$ cat src/rtl/quiz_round_sequencer.sv
// ---- quiz_round_sequencer : game-round controller for random question addressing ----
// ---- rev 1.0 ----
`default_nettype none

module quiz_round_sequencer #(
  parameter int NUM_ROUNDS  = 8,
  parameter int ROUND_TICKS = 100,
  parameter int MAX_RETRY   = 3
) (
  input  logic       clk,
  input  logic       rst,
  input  logic       start,
  input  logic       tick_100ms,
  input  logic [1:0] rand_addr,
  input  logic       answer_valid,
  input  logic       answer_correct,
  output logic       gen_enable,
  output logic       force_change,
  output logic [1:0] ram_addr,
  output logic       question_valid,
  output logic [3:0] score,
  output logic [3:0] round_num,
  output logic [6:0] time_left,
  output logic       game_over
);

  localparam int              RW          = $clog2(MAX_RETRY + 2);
  localparam logic [RW-1:0]   RETRY_LIMIT = RW'(MAX_RETRY);
  localparam logic [3:0]      LAST_ROUND  = 4'(NUM_ROUNDS);
  localparam logic [6:0]      TICKS_INIT  = 7'(ROUND_TICKS);

  localparam logic [2:0] S_IDLE   = 3'd0;
  localparam logic [2:0] S_REQ    = 3'd1;
  localparam logic [2:0] S_SETTLE = 3'd2;
  localparam logic [2:0] S_CHECK  = 3'd3;
  localparam logic [2:0] S_ASK    = 3'd4;
  localparam logic [2:0] S_DONE   = 3'd5;

  logic [2:0]    state_q, state_d;
  logic          settle_q, settle_d;
  logic [RW-1:0] retry_q, retry_d;
  logic [1:0]    prev_q, prev_d;
  logic [1:0]    ram_q, ram_d;
  logic [3:0]    score_q, score_d;
  logic [3:0]    round_q, round_d;
  logic [6:0]    time_q, time_d;
  logic          fc_q, qv_q, ge_q, go_q;
  logic          round_end;

  always_comb begin
    state_d   = state_q;
    settle_d  = settle_q;
    retry_d   = retry_q;
    prev_d    = prev_q;
    ram_d     = ram_q;
    score_d   = score_q;
    round_d   = round_q;
    time_d    = time_q;
    round_end = 1'b0;

    case (state_q)
      S_IDLE, S_DONE: begin
        if (start) begin
          score_d = 4'd0;
          round_d = 4'd1;
          state_d = S_REQ;
        end
      end

      S_REQ: begin
        settle_d = 1'b0;
        state_d  = S_SETTLE;
      end

      S_SETTLE: begin
        if (settle_q) begin
          state_d = S_CHECK;
        end else begin
          settle_d = 1'b1;
        end
      end

      S_CHECK: begin
        // A repeat is re-requested at most RETRY_LIMIT times, then accepted as-is
        if ((round_q > 4'd1) && (rand_addr == prev_q) && (retry_q < RETRY_LIMIT)) begin
          retry_d = retry_q + 1'b1;
          state_d = S_REQ;
        end else begin
          ram_d   = rand_addr;
          prev_d  = rand_addr;
          retry_d = '0;
          time_d  = TICKS_INIT;
          state_d = S_ASK;
        end
      end

      S_ASK: begin
        // An answer wins over a simultaneous final tick, so time_left holds
        if (answer_valid) begin
          round_end = 1'b1;
          if (answer_correct && (score_q != 4'd15)) begin
            score_d = score_q + 4'd1;
          end
        end else if (tick_100ms) begin
          time_d = time_q - 7'd1;
          if (time_q == 7'd1) begin
            round_end = 1'b1;
          end
        end

        if (round_end) begin
          if (round_q >= LAST_ROUND) begin
            state_d = S_DONE;
          end else begin
            round_d = round_q + 4'd1;
            state_d = S_REQ;
          end
        end
      end

      default: begin
        state_d = S_IDLE;
      end
    endcase
  end

  // Strobes are registered from the next state so they align with the state they describe
  always_ff @(posedge clk or negedge rst) begin
    if (!rst) begin
      state_q  <= S_IDLE;
      settle_q <= 1'b0;
      retry_q  <= '0;
      prev_q   <= 2'd0;
      ram_q    <= 2'd0;
      score_q  <= 4'd0;
      round_q  <= 4'd0;
      time_q   <= 7'd0;
      fc_q     <= 1'b0;
      qv_q     <= 1'b0;
      ge_q     <= 1'b0;
      go_q     <= 1'b0;
    end else begin
      state_q  <= state_d;
      settle_q <= settle_d;
      retry_q  <= retry_d;
      prev_q   <= prev_d;
      ram_q    <= ram_d;
      score_q  <= score_d;
      round_q  <= round_d;
      time_q   <= time_d;
      fc_q     <= (state_d == S_REQ);
      qv_q     <= (state_d == S_ASK);
      ge_q     <= (state_d == S_ASK);
      go_q     <= (state_d == S_DONE);
    end
  end

  assign gen_enable     = ge_q;
  assign force_change   = fc_q;
  assign ram_addr       = ram_q;
  assign question_valid = qv_q;
  assign score          = score_q;
  assign round_num      = round_q;
  assign time_left      = time_q;
  assign game_over      = go_q;

endmodule

`default_nettype wire

$ cat config.mk
export PLATFORM = sky130hd
export DESIGN_NAME = quiz_round_sequencer
export DESIGN_NICKNAME = d
export VERILOG_FILES = /design/src/rtl/quiz_round_sequencer.sv
export SDC_FILE = /design/constraint.sdc
export NUM_CORES = 1
export LEC_CHECK = 0
export ABC_AREA = 1
export BUFFER_PORTS_ARGS = -buffer_cell sky130_fd_sc_hd__buf_2
export CAP_MARGIN = 40
export CORE_ASPECT_RATIO = 0.75
export CORE_UTILIZATION = 52
export DETAILED_ROUTE_END_ITERATION = 12
export GPL_ROUTABILITY_DRIVEN = 0
export PLACE_DENSITY = 0.84
export SYNTH_ARGS = -nofsm -noshare
export SYNTH_HDL_FRONTEND = slang
export SYNTH_SLANG_ARGS = --single-unit
$ cat constraint.sdc
create_clock -name clk -period 1.9 [get_ports clk]
set_input_delay 0 -clock clk [delete_from_list [all_inputs] [get_ports clk]]
set_output_delay 0 -clock clk [all_outputs]
set_load 0.005 [all_outputs]
==> flow_summary.ini <==
[detailed_routing]
dr_total_vias = 1377
drc = 0
drtIter0Drc = 76
ant_nets = 0
drt_pre_antenna_iters = 4
wire_per_inst_um = 11.91
routed_wl_um = 3240
via_per_inst = 5.063

[setup_path]
reg2regPathDepth = 10
path_class = flop to flop
worstPathMaxFanout = 7
startpoint_type = flop
crit_path_end_kind = flop
cp.required_ns = 2.08
critPathArrivalTime_ns = 1.84

[sta]
finalCritPeriodShare_pct = 87.38
max_freq_ghz = 0.6024
final_hold_viol_count = 0
fin_skew_ns = 0.003536
setup-violations-final = 0
setup_tns_ns = 0
finalWorstSetupSlack_ns = 0.2398
slew_viol_final = 0
rsz0062_at_grt = false
slew_headroom_pct = 59.48
finalCriticalPeriod_ns = 1.660
fin_hold_ws_ns = 0.06829
worst_pin_slew_ns = 0.6079

[worst_hold_path]
hold_path_depth = 3
worstHoldPathType = input pin to flop

[synth]
synth_top_area_cell = dfrtp_1
synthTopCellsByArea = dfrtp_1 (43%), nand2_1 (14%), nand3_1 (7.7%), ha_1 (5.6%), inv_1 (4.8%)
synth_top_area_share_pct = 43.06
synth_flop_cell = dfrtp_1
netlist_area_um2 = 1569
synth_cells = 202
synth.distinct_cells = 22
yosysSeqAreaShare_pct = 43.06
synth-edff-count = 0
ys_async_sr_fraction_pct = 100.0
post-synth-top-count-cell = nand2_1
ys_seq_elements = 27
yosys_warnings = 0
avgSynthCellArea_um2 = 7.767
synth_common_cells = nand2_1 (60), dfrtp_1 (27), nand3_1 (24)
synth_nets = 217

[place]
placed_area_um2 = 1743
place_hpwl_um = 2331
pre_cts_ws_ns = 0.1974
portBuffers = 28

[pwr]
power_frac_seq_pct = 38.9
pwr-share-clk_pct = 13.7
power_switching_mw = 1.102
pwr-share-comb_pct = 47.4
internal-power_mw = 1.395
switching_share_pct = 44.15
p_leak_nw = 1.008
powerDensity_nw_per_um2 = 1370
total_power_mw = 2.497
ir_worst_vdd_uv = 760.7

[die]
core_um2 = 2743
die_h_um = 49.57
die_width_um = 65.43
start_util_pct = 57.21
dieArea_um2 = 3243
rows = 16
pin_count = 29

[global_routing]
antenna_found_initial = 0
use_met3_pct = 5.556
busiest_layer = met2
first_global_vias = 1191
grt_max_degree = 28
gr-usage-met1_pct = 32.30
grt_pass1_wl_um = 5678
grt_use_met2_pct = 36.77
gr-usage-all-layers_pct = 23.17
grt-ovfl-total = 0

[cells_and_area]
diodes = 0
layout.nets = 252
drive_gt1_share_pct = 22.46
postLayoutCellArea_um2 = 1823
area_growth_pct = 16.19

[clock_network]
clk_pin_slew_worst_paths_ns = 0.10
cts_max_level = 1
clkSinkCount = 27
numCtsBuffers = 3
post_cts_buffers = 0
clockRootBuffer = clkbuf_8
cts_tree = built
clkLatencyLatePin_ns = 0.28
clk_path_buf_depth = 2

[run]
max_cap_violations = 0

[outcome]
status = finished clean
==> cell type report <==
| cell class | count | area, um2 |
|---|---|---|
| tap | 36 | 45.04 |
| clock inverter | 1 | 7.507 |
| sequential | 27 | 676.9 |
| timing repair buffer | 33 | 185.2 |
| inverter | 24 | 90.09 |
| multi-input combinational | 148 | 777.0 |
| clock buffer | 3 | 41.29 |
| fill | 243 | 919.6 |
==> critical path, stage by stage, from the launching register on <==
cell and delay [ns]:
dfrtp_2 0.43, inv_1 0.06, ha_1 0.19, nor2_1 0.10
nor2_1 0.05, nor2_1 0.13, nand2_1 0.09, nand2_1 0.17
nand2_1 0.18, o21ai_1 0.12, nand2_1 0.06
==> state kept, by name (all words and copies together), names as in the netlist <==
signal,cells
force_change,1
time_left,7
state_q,3
round_num,4
score,4
retry_q,3
game_over,1
gen_enable,1
ram_addr,2
settle_q,1
==> final timing paths <==
kind / end / from / slack [ns]
hold / removal: time_left[0]$_DFFE_PN0P_ / tick_100ms / 0.07
min in group asynchronous: force_change$_DFF_PN0_ / rst / 0.25
hold reg to reg: retry_q[1]$_DFFE_PN0N_ / retry_q[1]$_DFFE_PN0N_ / 0.52
setup / recovery: time_left[5]$_DFFE_PN0P_ / round_num[0]$_DFFE_PN0P_ / 0.24
setup reg to reg: time_left[5]$_DFFE_PN0P_ / round_num[0]$_DFFE_PN0P_ / 0.24
max in group asynchronous: round_num[0]$_DFFE_PN0P_ / rst / 1.21
==> power by group through the flow <==
stage | clock (mW) | combinational [mW] | sequential [mW]
global placement | 0 | 1.14 | 0.969
floorplan | 0 | 0.849 | 0.961
finish | 0.342 | 1.18 | 0.970
detailed placement | 0 | 1.18 | 0.971
CTS | 0.352 | 1.19 | 0.966
global route | 0.379 | 1.37 | 1.00
==> layer usage <==
| metal | vias to the layer above | part of all wire, % |
|---|---|---|
| met5 | - | 0 |
| met4 | 0 | 0.59 |
| met3 | 4 | 5.1 |
| met2 | 35 | 46 |
| met1 | 636 | 48 |
| li1 | 702 | - |
==> placed cells by master (no fill, tap or decap), types with 2 or more instances in the layout <==
cell            n
nand3_1        24
ha_1            7
o21ai_1        12
a21oi_1         3
dlygate4sd3_1   3
dfrtp_1        26
inv_2           4
inv_1          20
or2_2           3
buf_4           2
buf_2          28
xnor2_1         2
nand2_2         4
nor2_1         18
xor2_1          5
o21ai_0         3
nand2_1        60
nand3_2         2
clkbuf_8        3
==> cell families (layout without fill, tap and decap cells) <==
group	after synthesis	in the layout	synth area share [%]
buffers and inverters	27	61	7.416
adders and majority gates	7	7	5.582
DFF	27	27	43.06
AOI/OAI and AO/OA	19	19	6.778
xor gates and xnor gates	7	7	3.908
and+or+nand+nor	115	115	33.25
==> stage by stage <==
step | std cells | util [%]
6_report | 272 | 66.47
5_1_grt | 272 | 66.47
4_1_cts | 272 | 66.42
3_5_place_dp | 265 | 63.55
3_3_place_gp | 265 | 63.55
2_1_floorplan | 202 | -
==> what timing repair did <==
item,in CTS,in global routing
hold buffers,3,0
resized for setup,0,1
endpoints found under the hold margin,29,0
endpoints found under the setup margin,0,1
(Power assumes the default switching activity.)
